===== config.mk =====
export PLATFORM = sky130hd
export DESIGN_NAME = num_split
export DESIGN_NICKNAME = d
export VERILOG_FILES = /design/src/rtl/num_split.sv
export SDC_FILE = /design/constraint.sdc
export NUM_CORES = 1
export LEC_CHECK = 0
export ABC_CLOCK_PERIOD_IN_PS = 2200
export CELL_PAD_IN_SITES_DETAIL_PLACEMENT = 0
export CELL_PAD_IN_SITES_GLOBAL_PLACEMENT = 1
export CORE_ASPECT_RATIO = 2
export CORE_MARGIN = 2
export CORE_UTILIZATION = 43
export DETAILED_ROUTE_END_ITERATION = 12
export GPL_ROUTABILITY_DRIVEN = 0
export PLACE_DENSITY = 0.78
export SLEW_MARGIN = 10
export SYNTH_ARGS = -nofsm -noshare
export SYNTH_HDL_FRONTEND = slang
export SYNTH_SLANG_ARGS = --single-unit

===== constraint.sdc =====
create_clock -name clk -period 2.2 [get_ports clk]
set_clock_uncertainty 0.05 [all_clocks]
set_input_delay 0.44 -clock clk [delete_from_list [all_inputs] [get_ports clk]]
set_output_delay 0.44 -clock clk [all_outputs]
set_load 0.02 [all_outputs]

===== src/rtl/num_split.sv =====
// num_split: iterative double-dabble splitter. Turns a WIDTH-bit unsigned result
// into DIGITS BCD digits plus its two raw nibbles, one shift per clock, with a
// start/busy/done handshake. All outputs are registered.
module num_split #(
   parameter int WIDTH  = 8,
   parameter int DIGITS = 3
) (
   input  logic                  clk,
   input  logic                  rst_n,
   input  logic                  start,
   input  logic [WIDTH-1:0]      num_in,
   output logic                  busy,
   output logic                  done,
   output logic [4*DIGITS-1:0]   bcd_out,
   output logic [WIDTH/2-1:0]    lo_nib,
   output logic [WIDTH/2-1:0]    hi_nib
);

   localparam int BW = 4 * DIGITS;
   localparam int HW = WIDTH / 2;
   localparam int CW = (WIDTH > 2) ? $clog2(WIDTH) : 1;
   localparam logic [CW-1:0] LAST = CW'(WIDTH - 1);

   localparam logic [1:0] S_IDLE  = 2'd0;
   localparam logic [1:0] S_SHIFT = 2'd1;
   localparam logic [1:0] S_DONE  = 2'd2;

   logic [1:0]       r_state;
   logic [WIDTH-1:0] r_sh;     // bits still to be shifted into the accumulator
   logic [WIDTH-1:0] r_lat;    // untouched copy of the input for the nibble outputs
   logic [BW-1:0]    r_acc;    // BCD accumulator
   logic [CW-1:0]    r_cnt;
   logic             r_busy;
   logic             r_done;
   logic [BW-1:0]    r_bcd;
   logic [HW-1:0]    r_lo;
   logic [HW-1:0]    r_hi;

   logic [BW-1:0]    w_corr;
   logic [BW-1:0]    w_acc_nxt;

   // Add-3 correction on every digit >= 5, all digits judged on pre-correction values
   always_comb begin
      w_corr = r_acc;
      for (int d = 0; d < DIGITS; d++) begin
         if (r_acc[4*d +: 4] >= 4'd5)
            w_corr[4*d +: 4] = r_acc[4*d +: 4] + 4'd3;
      end
   end

   // Corrected accumulator shifted left; shift-register MSB enters the ones LSB.
   // The top digit never overflows, so the bit shifted out is always zero.
   assign w_acc_nxt = (w_corr << 1) | {{(BW-1){1'b0}}, r_sh[WIDTH-1]};

   // Control FSM, datapath and registered outputs
   always_ff @(posedge clk or negedge rst_n) begin
      if (!rst_n) begin
         r_state <= S_IDLE;
         r_sh    <= '0;
         r_lat   <= '0;
         r_acc   <= '0;
         r_cnt   <= '0;
         r_busy  <= 1'b0;
         r_done  <= 1'b0;
         r_bcd   <= '0;
         r_lo    <= '0;
         r_hi    <= '0;
      end else begin
         case (r_state)
            S_IDLE: begin
               if (start) begin
                  r_sh    <= num_in;
                  r_lat   <= num_in;
                  r_acc   <= '0;
                  r_cnt   <= '0;
                  r_busy  <= 1'b1;
                  r_state <= S_SHIFT;
               end
            end
            S_SHIFT: begin
               // start is ignored here; the in-flight conversion runs to completion
               r_acc <= w_acc_nxt;
               r_sh  <= r_sh << 1;
               r_cnt <= r_cnt + 1'b1;
               if (r_cnt == LAST) begin
                  r_state <= S_DONE;
                  r_busy  <= 1'b0;
                  r_done  <= 1'b1;
                  r_bcd   <= w_acc_nxt;
                  r_lo    <= r_lat[HW-1:0];
                  r_hi    <= r_lat[WIDTH-1:HW];
               end
            end
            S_DONE: begin
               r_done <= 1'b0;
               if (start) begin
                  // back-to-back request accepted in the done cycle
                  r_sh    <= num_in;
                  r_lat   <= num_in;
                  r_acc   <= '0;
                  r_cnt   <= '0;
                  r_busy  <= 1'b1;
                  r_state <= S_SHIFT;
               end else begin
                  r_state <= S_IDLE;
               end
            end
            default: begin
               r_state <= S_IDLE;
               r_busy  <= 1'b0;
               r_done  <= 1'b0;
            end
         endcase
      end
   end

   assign busy    = r_busy;
   assign done    = r_done;
   assign bcd_out = r_bcd;
   assign lo_nib  = r_lo;
   assign hi_nib  = r_hi;

endmodule


# --- After elaboration in Yosys (flattened, before gate mapping) ---
# Cells that the tools add are included.
word_totals:
  register_bits: 55
  in_bits: 11
  output_inout_bits: 22
  elab_cells: 52
classes:
  add_sub_neg: 4
  order_cmp: 3
  eq_ne: 6
  mux: 18
  bitwise: 2
  reduce_logical: 9
op_table:
  columns: ["operator", "n"]
  rows:
  - ["case mux 12 bit (2 select lines)", 1]
  - ["case mux 8 bit (2 select lines)", 1]
  - ["greater-or-equal comparator 4 x 3 -> 1 bit (second input constant)", 3]
  - ["2-to-1 mux 12 bit", 1]
  - ["OR 12 x 1 -> 12 bit", 1]
  - ["AND reduction 2 bit", 6]
  - ["adder 4 x 2 -> 4 bit (second input constant)", 2]
  - ["2-to-1 mux 4 bit", 2]
  - ["2-to-1 mux 8 bit", 1]
  - ["2-to-1 mux 3 bit", 2]
  - ["case mux 2 bit (3 select lines)", 1]
  - ["case mux 3 bit (2 select lines)", 1]
  - ["2-to-1 mux 1 bit", 4]
  - ["2-to-1 mux 2 bit", 2]
  - ["!= test 2 bit (second input constant)", 2]
  - ["case mux 1 bit (2 select lines)", 2]
  - ["adder 3 x 1 -> 3 bit (second input constant)", 1]
  - ["adder 3 x 2 -> 3 bit (second input constant)", 1]
  - ["== test 3 bit (second input constant)", 1]
  - ["== test 2 x 1 -> 1 bit (second input constant)", 1]
  - ["== test 2 bit (second input constant)", 1]
  - ["zero test 2 bit", 1]
  - ["!= test 2 x 1 -> 1 bit (second input constant)", 1]
  - ["nonzero test 2 bit", 1]
  - ["2 further kinds", 2]

# --- Depth between registers and ports, before layout ---
# Gate-level depths: netlist of run 1.
depth:
  depth_word: 4
  depth_mapped: 6
  mapped_depth_nobuf: 6

# --- Worst setup path before layout of run 1 ---
# Ideal clock, no wire load.
synth_path:
  kind: "reg2reg"
  start: "register r_cnt[0]"
  end: "register r_bcd[0] (netlist: bcd_out[0])"
  setup_ps: 128
  arrival_ps: 1358
  required_time_ps: 2022
  slack_ps: 664
  stages_incl_launch_ff: 6
  path_buffers: 1
  period_less_slack_ps: 1536
  cell_sequence: "dfrtp_1 ha_1 ha_1 nand2_2 buf_2 mux2_1"
synth_between:
  elab_chain_cells: 2
synth_rtl:
  columns: ["item", "line", "rtl"]
  rows:
  - ["start: declaration", "32", "logic [CW-1:0] r_cnt;"]
  - ["start signal: assignment", "84", "r_cnt <= r_cnt + 1'b1;"]
  - ["== test 3 bit", "85", "if (r_cnt == LAST) begin"]
  - ["AND reduction 2 bit (no source line)", null, null]
  - ["end signal: assignment", "89", "r_bcd <= w_acc_nxt;"]
  - ["end: declaration", "35", "logic [BW-1:0] r_bcd;"]
# No other way between the ends.
# A chain may end at the register's enable or synchronous reset.

# --- Worst setup path after layout of run 1 ---
layout_path:
  start: "register r_busy (netlist: busy)"
  end: "output port busy"
layout_rtl:
  columns: ["item", "line", "rtl"]
  rows:
  - ["start: declaration", "33", "logic r_busy;"]
  - ["start signal: assignment", "63", "r_busy <= 1'b0;"]
  - ["start signal: assignment", "76", "r_busy <= 1'b1;"]
  - ["start signal: assignment", "87", "r_busy <= 1'b0;"]
  - ["end: declaration", "12", "output logic busy,"]
# No word-level cell between the ends.

==> summary.md, run 1 <==
## Timing
* 1.799 ns — post-layout min period
* 0.5863 ns — transition at the pin with the smallest max-transition slack
* 0 ns — sum of negative setup slack
* 0 — Pins Over Slew Limit
* 60.91% — Max transition margin
* 81.76% — final clock period utilization by the worst path
* 0 — number of setup violations in the final report
* 0.4013 ns — Worst Setup Slack, final
* no — RSZ-0062 raised after global routing
* 0 — count of final hold-check violations
* 556.0 MHz — f_max
* 0.07098 ns — Hold WS

## GRT
* 0 — initial antenna violation count
* 16.95% — global routing usage summed across all routing layers
* 1625 — vias in the first global route
* 7893 um — wire length of the first global-routing pass
* 0 — total congestion overflow
* 27 — pin count of the biggest net entering global routing

## Yosys
* 215 — post-synthesis instance total
* 23 — count of unique library cells instantiated by Yosys
* 55 — flip-flop and latch count after synthesis
* 0 — Yosys warning count
* 2395 um^2 — Syn Std Cell Area
* 234 — Synthesized Nets
* 11.14 um^2 — Post-Synthesis Mean Instance Area
* 57.47% — register area share after synthesis

## Placed design
* 306 — cell count after placement
* 0.3820 ns — pre-CTS WS
* 32 — number of buffers added on ports
* 3468 um — half-perimeter wire length after detailed placement

## Run
* 0 — number of maximum-capacitance constraint violations

## Clock tree
* 0.09 ns — Clk pin slew, worst setup/hold paths
* 55 — CTS sink count
* 0.31 ns — Clk Latency, worst-skew pair
* 0 — hold-fix buffers at CTS
* 5 — total CTS buffers
* 2 — clock tree buffer depth
* sky130_fd_sc_hd__clkbuf_8 — root buffer selected by CTS
* done — CTS tree
* 0 — buffer count from post-CTS setup fixing
* 2 — deepest level of the CTS H-tree
* 0 — CTS resizes

## Worst hold path
* in -> async — Min-Delay Path Class

## Worst setup path
* bcd_out[5] — RR Endpoint
* 1 — Buf/Inv on CP
* 0.61 ns — crit-path max cell delay
* flip-flop — Setup crit start kind
* 0.41 ns — minimum setup slack among reg-to-reg paths
* buffers and inverters — Worst path top cell family by delay
* 1.71 ns — required time at the endpoint of the critical path
* clkdlybuf4s50_1 — crit path cell chain
* 1.31 ns — WP data arrival
* busy — worst setup path startpoint
* 5 — worst-case reg-to-reg path depth
* 3 — highest fanout seen on the critical path
* output port — crit end category
* r_cnt[0] — reg2reg start
* reg -> out — path type of the worst setup path
* sky130_fd_sc_hd__clkdlybuf4s50_1 — crit path max-delay cell type

## Die
* 38 — standard-cell rows
* 5420 um^2 — placeable core region
* 56.77 um — die extent in x
* 33 — number of placed I/O pins
* 44.18% — Initial Utilization
* 109.5 um — die extent in y
* 6219 um^2 — Total Die Area

## Finish
* 314 — number of cells in the finished layout apart from fillers
* 945.9 um^2 — area of combinational cells with multiple inputs
* 272 — layout net count
* 0 — number of antenna diodes
* 1376 um^2 — area occupied by registers
* 10.63% — fraction of layout instances using a drive strength above 1
* 526 — layout filler cell count
* 53.55% — post-layout utilization of the core
* 21.21% — area growth from synthesis to layout

## Status
* finished, final reports clean — run status

## Route
* 0 — Post-DRT Antenna Nets
* 5.191 — vias per inst
* 0 — number of design rule violations left after detail routing
* 4 — DR pass1 iterations
* 1630 — routed via count
* 4707 um — aggregate routed wire length
* 17 — number of DRC violations after detailed-routing iteration 0
* 14.99 um — post-DR wirelength/cell

## Power
* 817.2 uV — Peak VDD IR
* 1532 nW/um^2 — total power per unit cell area
* 0.001375 uW — leakage power

[worst max path at each step]
stage / end / cells past startpoint / slack, ns
final: busy / 1 / 0.40
after global placement: r_acc[7] / 6 / 0.41
after global routing: bcd_out[6] / 5 / 0.28
after floorplan: bcd_out[0] / 5 / 0.66
after detailed placement: r_acc[7] / 6 / 0.38
after CTS: busy / 1 / 0.39
[worst reg2reg max path: cells and delay by family, from the launching register on]
kind	cells	cell delay, ns
muxes	1	0.34
and+or+nand+nor	1	0.19
DFF	1	0.41
adders and majority gates	2	0.43
buffers and inverters	1	0.27
[cell usage in the layout, fill, tap and decap left out]
| cell | synthesis | final |
|---|---|---|
| sky130_fd_sc_hd__dfrtp_1 | 55 | 55 |
| sky130_fd_sc_hd__nand2_1 | 45 | 45 |
| sky130_fd_sc_hd__clkdlybuf4s50_1 | 0 | 31 |
| sky130_fd_sc_hd__o21ai_0 | 23 | 23 |
| sky130_fd_sc_hd__mux2i_1 | 10 | 10 |
| sky130_fd_sc_hd__a22o_1 | 9 | 9 |
| sky130_fd_sc_hd__mux2_1 | 9 | 9 |
| sky130_fd_sc_hd__ha_1 | 8 | 8 |
| sky130_fd_sc_hd__buf_4 | 0 | 8 |
| sky130_fd_sc_hd__inv_1 | 7 | 7 |
| sky130_fd_sc_hd__clkbuf_8 | 0 | 7 |
| sky130_fd_sc_hd__mux2_2 | 6 | 6 |
| sky130_fd_sc_hd__nand2b_1 | 5 | 5 |
| sky130_fd_sc_hd__nor3b_1 | 5 | 5 |
| sky130_fd_sc_hd__a21oi_1 | 5 | 5 |
| sky130_fd_sc_hd__nor2_1 | 3 | 3 |
| sky130_fd_sc_hd__a21oi_2 | 3 | 3 |
| sky130_fd_sc_hd__xnor2_1 | 3 | 3 |
| sky130_fd_sc_hd__nor3_1 | 3 | 3 |
| sky130_fd_sc_hd__nand3_1 | 3 | 3 |
| sky130_fd_sc_hd__nor2b_4 | 1 | 1 |
| sky130_fd_sc_hd__nor2b_1 | 1 | 1 |
| sky130_fd_sc_hd__nand2_2 | 1 | 1 |
| sky130_fd_sc_hd__clkinv_1 | 1 | 1 |
| sky130_fd_sc_hd__clkbuf_1 | 2 | 1 |
| sky130_fd_sc_hd__buf_2 | 7 | 1 |
[kinds of logic (layout without fill, tap and decap cells)]
| family | after synthesis | after routing | synth area share [%] |
|---|---|---|---|
| fa+ha+maj | 8 | 8 | 4.180 |
| buf+inv | 17 | 56 | 3.030 |
| mux | 25 | 25 | 11.23 |
| simple gates | 67 | 67 | 12.75 |
| xor+xnor | 3 | 3 | 1.097 |
| flops | 55 | 55 | 57.47 |
| compound gates | 40 | 40 | 10.24 |
[cells in the mapped netlist]
master                      n  share of area, %
sky130_fd_sc_hd__buf_2      7               1.5
sky130_fd_sc_hd__mux2_1     9               4.2
sky130_fd_sc_hd__o21ai_0   23               4.8
sky130_fd_sc_hd__xnor2_1    3               1.1
sky130_fd_sc_hd__nand2_1   45               7.1
sky130_fd_sc_hd__clkbuf_1   2              0.31
sky130_fd_sc_hd__ha_1       8               4.2
sky130_fd_sc_hd__nor3b_1    5               1.6
sky130_fd_sc_hd__a21oi_1    5               1.0
sky130_fd_sc_hd__nor2_1     3              0.47
sky130_fd_sc_hd__mux2_2     6               2.8
sky130_fd_sc_hd__dfrtp_1   55                57
sky130_fd_sc_hd__nor2b_4    1              0.57
sky130_fd_sc_hd__mux2i_1   10               4.2
sky130_fd_sc_hd__clkinv_1   1              0.16
sky130_fd_sc_hd__a21oi_2    3               1.1
sky130_fd_sc_hd__nand3_1    3              0.63
sky130_fd_sc_hd__a22o_1     9               3.3
sky130_fd_sc_hd__nor3_1     3              0.63
sky130_fd_sc_hd__nor2b_1    1              0.26
sky130_fd_sc_hd__inv_1      7               1.1
sky130_fd_sc_hd__nand2_2    1              0.26
sky130_fd_sc_hd__nand2b_1   5               1.3
[state kept, by name, indices dropped and copies added (netlist names)]
signal and flops:
bcd_out 12, r_acc 12, r_lat 8, r_sh 8
hi_nib 4, lo_nib 4, r_cnt 3, r_state 2
busy 1, done 1
[report_power, final]
part	total [uW]	internal [uW]	leakage, uW	switching [uW]
clock	604	288	0.0000515	316
combinational	2050	991	0.000638	1060
sequential	1790	1470	0.000685	318
total	4450	2750	0.00137	1690
[stage by stage]
stage	power, uW	area, um^2
finish	4446	2903
detailed placement	3901	2803
CTS	4514	2903
global route	4786	2903
global placement	3848	2803
floorplan	3109	2395
[layer usage]
metal	up-vias	share of wire [%]	GRT usage, %
met5	-	0	0
met2	26	55	30.65
met4	0	2.1	7.475
met3	6	2.8	3.294
met1	799	40	19.05
li1	799	-	-
[cell type report]
class	count	share of cell area [%]
sequential	55	47.41
tap	60	2.586
timing repair buffer	40	12.93
multi-input combinational	143	32.59
clock buffer	8	3.448
inverter	8	1.034
Note: power is estimated with default switching activity, not from simulation.
==> inputs of run 2 (changes only) <==
ABC_CLOCK_PERIOD_IN_PS = 1900   (was 2200)
clock period = 1.9 ns   (was 2.2 ns; I/O delays follow)
==> summary.md, run 2 (same netlist as run 1, synthesis figures left out) <==
## Status
* finished with violations — run status
* hold timing — violations in the final reports

## Worst setup path
* clkdlybuf4s50_1 — crit path cell chain
* buffers and inverters — Worst path top cell family by delay
* busy — worst setup path startpoint
* r_cnt[0] — reg2reg start
* 1.47 ns — required time at the endpoint of the critical path
* 0.61 ns — crit-path max cell delay
* output port — crit end category
* 3 — highest fanout seen on the critical path
* 1.30 ns — WP data arrival
* flip-flop — Setup crit start kind
* reg -> out — path type of the worst setup path
* sky130_fd_sc_hd__clkdlybuf4s50_1 — crit path max-delay cell type
* 1 — Buf/Inv on CP

## Power
* 863.6 uV — Peak VDD IR
* 1758 nW/um^2 — total power per unit cell area
* 1949 uW — switching power summed over all nets
* 40.6% — relative contribution of sequential cells to total power
* 0.001370 uW — leakage power
* 12.9% — proportion of power drawn by the clock network
* 46.5% — share of power burned in combinational logic
* 3142 uW — P_int
* 38.28% — switching power share of the total

## Clock tree
* 0.09 ns — Clk pin slew, worst setup/hold paths
* 0 — buffer count from post-CTS setup fixing
* 0 — CTS resizes
* 0 — hold-fix buffers at CTS
* done — CTS tree
* 55 — CTS sink count
* 2 — deepest level of the CTS H-tree
* 2 — clock tree buffer depth
* 5 — total CTS buffers
* 0.31 ns — Clk Latency, worst-skew pair
* sky130_fd_sc_hd__clkbuf_8 — root buffer selected by CTS

## Finish
* sky130_fd_sc_hd__dfrtp_1 (55), sky130_fd_sc_hd__nand2_1 (45), sky130_fd_sc_hd__clkdlybuf4s50_1 (31) — most frequent cells in the layout
* 0 — number of antenna diodes
* 513 — layout filler cell count
* 20.90% — area growth from synthesis to layout
* 10.32% — fraction of layout instances using a drive strength above 1
* 271 — layout net count
* 312 — number of cells in the finished layout apart from fillers
* 53.42% — post-layout utilization of the core
* sky130_fd_sc_hd__dfrtp_1 — commonest non-fill, non-tap cell in the layout
* 2895 um^2 — final non-filler cell area

## Timing
* no — RSZ-0062 raised after global routing
* 91.11% — final clock period utilization by the worst path
* 16 — count of final hold-check violations
* 0 — number of setup violations in the final report
* 0 ns — sum of negative setup slack
* 577.7 MHz — f_max
* 63.48% — Max transition margin
* 1.731 ns — post-layout min period
* 0.5478 ns — transition at the pin with the smallest max-transition slack
* -0.008921 ns — Hold WS
* 0 — Pins Over Slew Limit

## GRT
* 1673 — vias in the first global route
* 0 — total congestion overflow
* 16.74% — global routing usage summed across all routing layers
* 34 — pin count of the biggest net entering global routing
* 0 — initial antenna violation count
* 7886 um — wire length of the first global-routing pass

## Placed design
* 305 — cell count after placement
* 3344 um — half-perimeter wire length after detailed placement
* 2808 um^2 — placed instance area
* 32 — number of buffers added on ports

## Route
* 31 — number of DRC violations after detailed-routing iteration 0
* 0 — number of design rule violations left after detail routing
* 1633 — routed via count
* 0 — Post-DRT Antenna Nets
* 5.234 — vias per inst
* 14.72 um — post-DR wirelength/cell
* 4593 um — aggregate routed wire length
* 4 — DR pass1 iterations

## Die
* 44.18% — Initial Utilization
* 5420 um^2 — placeable core region
* 6219 um^2 — Total Die Area
* 56.77 um — die extent in x
* 33 — number of placed I/O pins
* 38 — standard-cell rows
* 109.5 um — die extent in y

## Worst hold path
* in -> async — Min-Delay Path Class

## Run
* 0 — number of maximum-capacitance constraint violations

run 2: cell types whose count changed in the layout (fill, tap and decap cells not counted):
cell / change
sky130_fd_sc_hd__clkbuf_1: -1
sky130_fd_sc_hd__clkbuf_8: -1
sky130_fd_sc_hd__buf_12: +1
sky130_fd_sc_hd__buf_4: -2
sky130_fd_sc_hd__clkinv_2: +1
run 2: final timing paths:
path / slack [ns] / endpoint / cells after the start
worst max-delay path: 0.17 / busy / 1
worst min-delay path: -0.009 / bcd_out[6] / 1
worst max register to register: 0.21 / bcd_out[1] / 5
worst min register to register: 0.43 / r_lat[2] / 2
max in group asynchronous: 1.25 / hi_nib[1] / 2
min in group clk: 0.43 / r_lat[2] / 2
run 2: power by group through the flow:
stage | Sequential, uW | Clock, uW | Combinational, uW
after floorplan | 2280 | 0 | 1320
after global placement | 2080 | 0 | 2340
after detailed placement | 2100 | 0 | 2400
after CTS | 2080 | 685 | 2410
after global routing | 2150 | 722 | 2650
final | 2070 | 654 | 2370
run 2: cell type report:
cell class / instances / area [um^2] / area share (%)
multi-input combinational: 143 / 945.9 / 32.67
sequential: 55 / 1376 / 47.54
inverter: 8 / 30.03 / 1.037
tap: 60 / 75.07 / 2.593
timing repair buffer: 39 / 380.4 / 13.14
clock buffer: 6 / 82.58 / 2.852
clock inverter: 1 / 5.005 / 0.1729
run 2: metal layers:
| layer | routed length, um | global-route usage, % |
|---|---|---|
| met1 | 1933 | 19.71 |
| met2 | 2446 | 29.49 |
| met3 | 127 | 3.294 |
| met4 | 87 | 6.977 |
| met5 | 0 | 0 |
run 2: stage by stage:
stage          worst slack, ns  power [uW]
6_report                0.1688        5090
5_1_grt                0.05272        5527
4_1_cts                 0.1549        5171
3_3_place_gp            0.2093        4421
3_5_place_dp            0.1701        4500
2_1_floorplan           0.3640        3600
==> inputs of run 3 (changes only) <==
HOLD_SLACK_MARGIN = 0.08   (was not set)
==> summary.md, run 3 (same netlist as run 1, synthesis figures left out) <==
## Route
* 5.236 — vias per inst
* 14.76 um — post-DR wirelength/cell
* 1639 — routed via count
* 4 — DR pass1 iterations
* 0 — Post-DRT Antenna Nets
* 4619 um — aggregate routed wire length
* 31 — number of DRC violations after detailed-routing iteration 0
* 0 — number of design rule violations left after detail routing

## Clock tree
* sky130_fd_sc_hd__clkbuf_8 — root buffer selected by CTS
* 5 — total CTS buffers
* 0 — CTS resizes
* 2 — clock tree buffer depth
* 55 — CTS sink count
* done — CTS tree
* 0.09 ns — Clk pin slew, worst setup/hold paths
* 2 — deepest level of the CTS H-tree
* 0.31 ns — Clk Latency, worst-skew pair

## Worst setup path
* 1 — Buf/Inv on CP
* 3 — highest fanout seen on the critical path
* buffers and inverters — Worst path top cell family by delay
* sky130_fd_sc_hd__clkdlybuf4s50_1 — crit path max-delay cell type
* r_cnt[0] — reg2reg start
* output port — crit end category
* busy — worst setup path startpoint
* 0.61 ns — crit-path max cell delay
* 1.30 ns — WP data arrival
* 5 — worst-case reg-to-reg path depth
* 1.47 ns — required time at the endpoint of the critical path
* clkdlybuf4s50_1 — crit path cell chain
* flip-flop — Setup crit start kind
* hi_nib[3] — RR Endpoint
* reg -> out — path type of the worst setup path
* 0.21 ns — minimum setup slack among reg-to-reg paths

## Die
* 44.18% — Initial Utilization
* 56.77 um — die extent in x
* 6219 um^2 — Total Die Area
* 5420 um^2 — placeable core region
* 109.5 um — die extent in y
* 33 — number of placed I/O pins
* 38 — standard-cell rows

## Placed design
* 0.1701 ns — pre-CTS WS
* 3344 um — half-perimeter wire length after detailed placement
* 32 — number of buffers added on ports
* 2808 um^2 — placed instance area

## Worst hold path
* r_lat[2] — Hold EP
* reg -> reg — Min-Delay Path Class
* 2 — hold path depth
* r_lat[2] — worst hold start

## Finish
* 10.28% — fraction of layout instances using a drive strength above 1
* 53.60% — post-layout utilization of the core
* 512 — layout filler cell count
* 0 — number of antenna diodes
* 21.32% — area growth from synthesis to layout
* 2905 um^2 — final non-filler cell area
* 272 — layout net count
* sky130_fd_sc_hd__dfrtp_1 — commonest non-fill, non-tap cell in the layout
* sky130_fd_sc_hd__dfrtp_1 (55), sky130_fd_sc_hd__nand2_1 (45), sky130_fd_sc_hd__clkdlybuf4s50_1 (31) — most frequent cells in the layout

## GRT
* 34 — pin count of the biggest net entering global routing
* 7914 um — wire length of the first global-routing pass
* 0 — total congestion overflow
* 1681 — vias in the first global route
* 16.79% — global routing usage summed across all routing layers
* 0 — initial antenna violation count

## Timing
* 0 — Pins Over Slew Limit
* 0 — count of final hold-check violations
* 0 ns — sum of negative setup slack
* 63.35% — Max transition margin
* 0.1686 ns — Worst Setup Slack, final
* 0.5498 ns — transition at the pin with the smallest max-transition slack
* no — RSZ-0062 raised after global routing
* 1.731 ns — post-layout min period
* 577.6 MHz — f_max
* 91.13% — final clock period utilization by the worst path
* 0 — number of setup violations in the final report

## Power
* 0.001374 uW — leakage power
* 5095 uW — total power
* 865.6 uV — Peak VDD IR
* 1754 nW/um^2 — total power per unit cell area

## Status
* finished, final reports clean — run status

## Run
* 0 — number of maximum-capacitance constraint violations

==> run 3: cell types whose count changed in the layout (fill, tap and decap cells not counted) <==
cell / before / now
sky130_fd_sc_hd__dlygate4sd3_1: 0 / 1
==> run 3: worst max path at each step <==
stage / end / depth (start not counted)
6_report: busy / 1
2_1_floorplan: bcd_out[0] / 5
5_1_grt: bcd_out[6] / 6
3_5_place_dp: r_acc[5] / 5
4_1_cts: busy / 1
3_3_place_gp: r_acc[6] / 5
==> run 3: per-layer routing <==
layer | wire length, um | GRT usage [%]
met1 | 1952 | 19.78
met2 | 2458 | 29.65
met3 | 121 | 3.176
met4 | 87 | 6.977
met5 | 0 | 0
==> run 3: final cells by class <==
type	instances	area, um^2	area share [%]
Clock buffer	6	82.58	2.842
Timing Repair Buffer	40	390.4	13.44
Tap cell	60	75.07	2.584
Multi-Input combinational cell	143	945.9	32.56
Clock inverter	1	5.005	0.1723
Inverter	8	30.03	1.034
Sequential cell	55	1376	47.37
==> run 3: power by group <==
part	internal [uW]	leakage, uW	total [uW]	switching (uW)
logic	1150	0.000642	2370	1220
registers	1710	0.000685	2070	364
clock network	287	0.0000470	654	367
total	3140	0.00137	5090	1950
==> run 3: repair_timing <==
| item | in CTS | in global routing |
|---|---|---|
| hold endpoints to repair | 22 | 0 |
| setup buffers | 0 | 0 |
| hold buffers | 1 | 0 |
==> run 3: through the flow <==
step           std cells  hold WS [ns]
2_1_floorplan        215       0.03441
3_3_place_gp         305        0.3503
3_5_place_dp         305        0.3498
4_1_cts              313        0.4372
5_1_grt              313        0.4587
6_report             313        0.4327
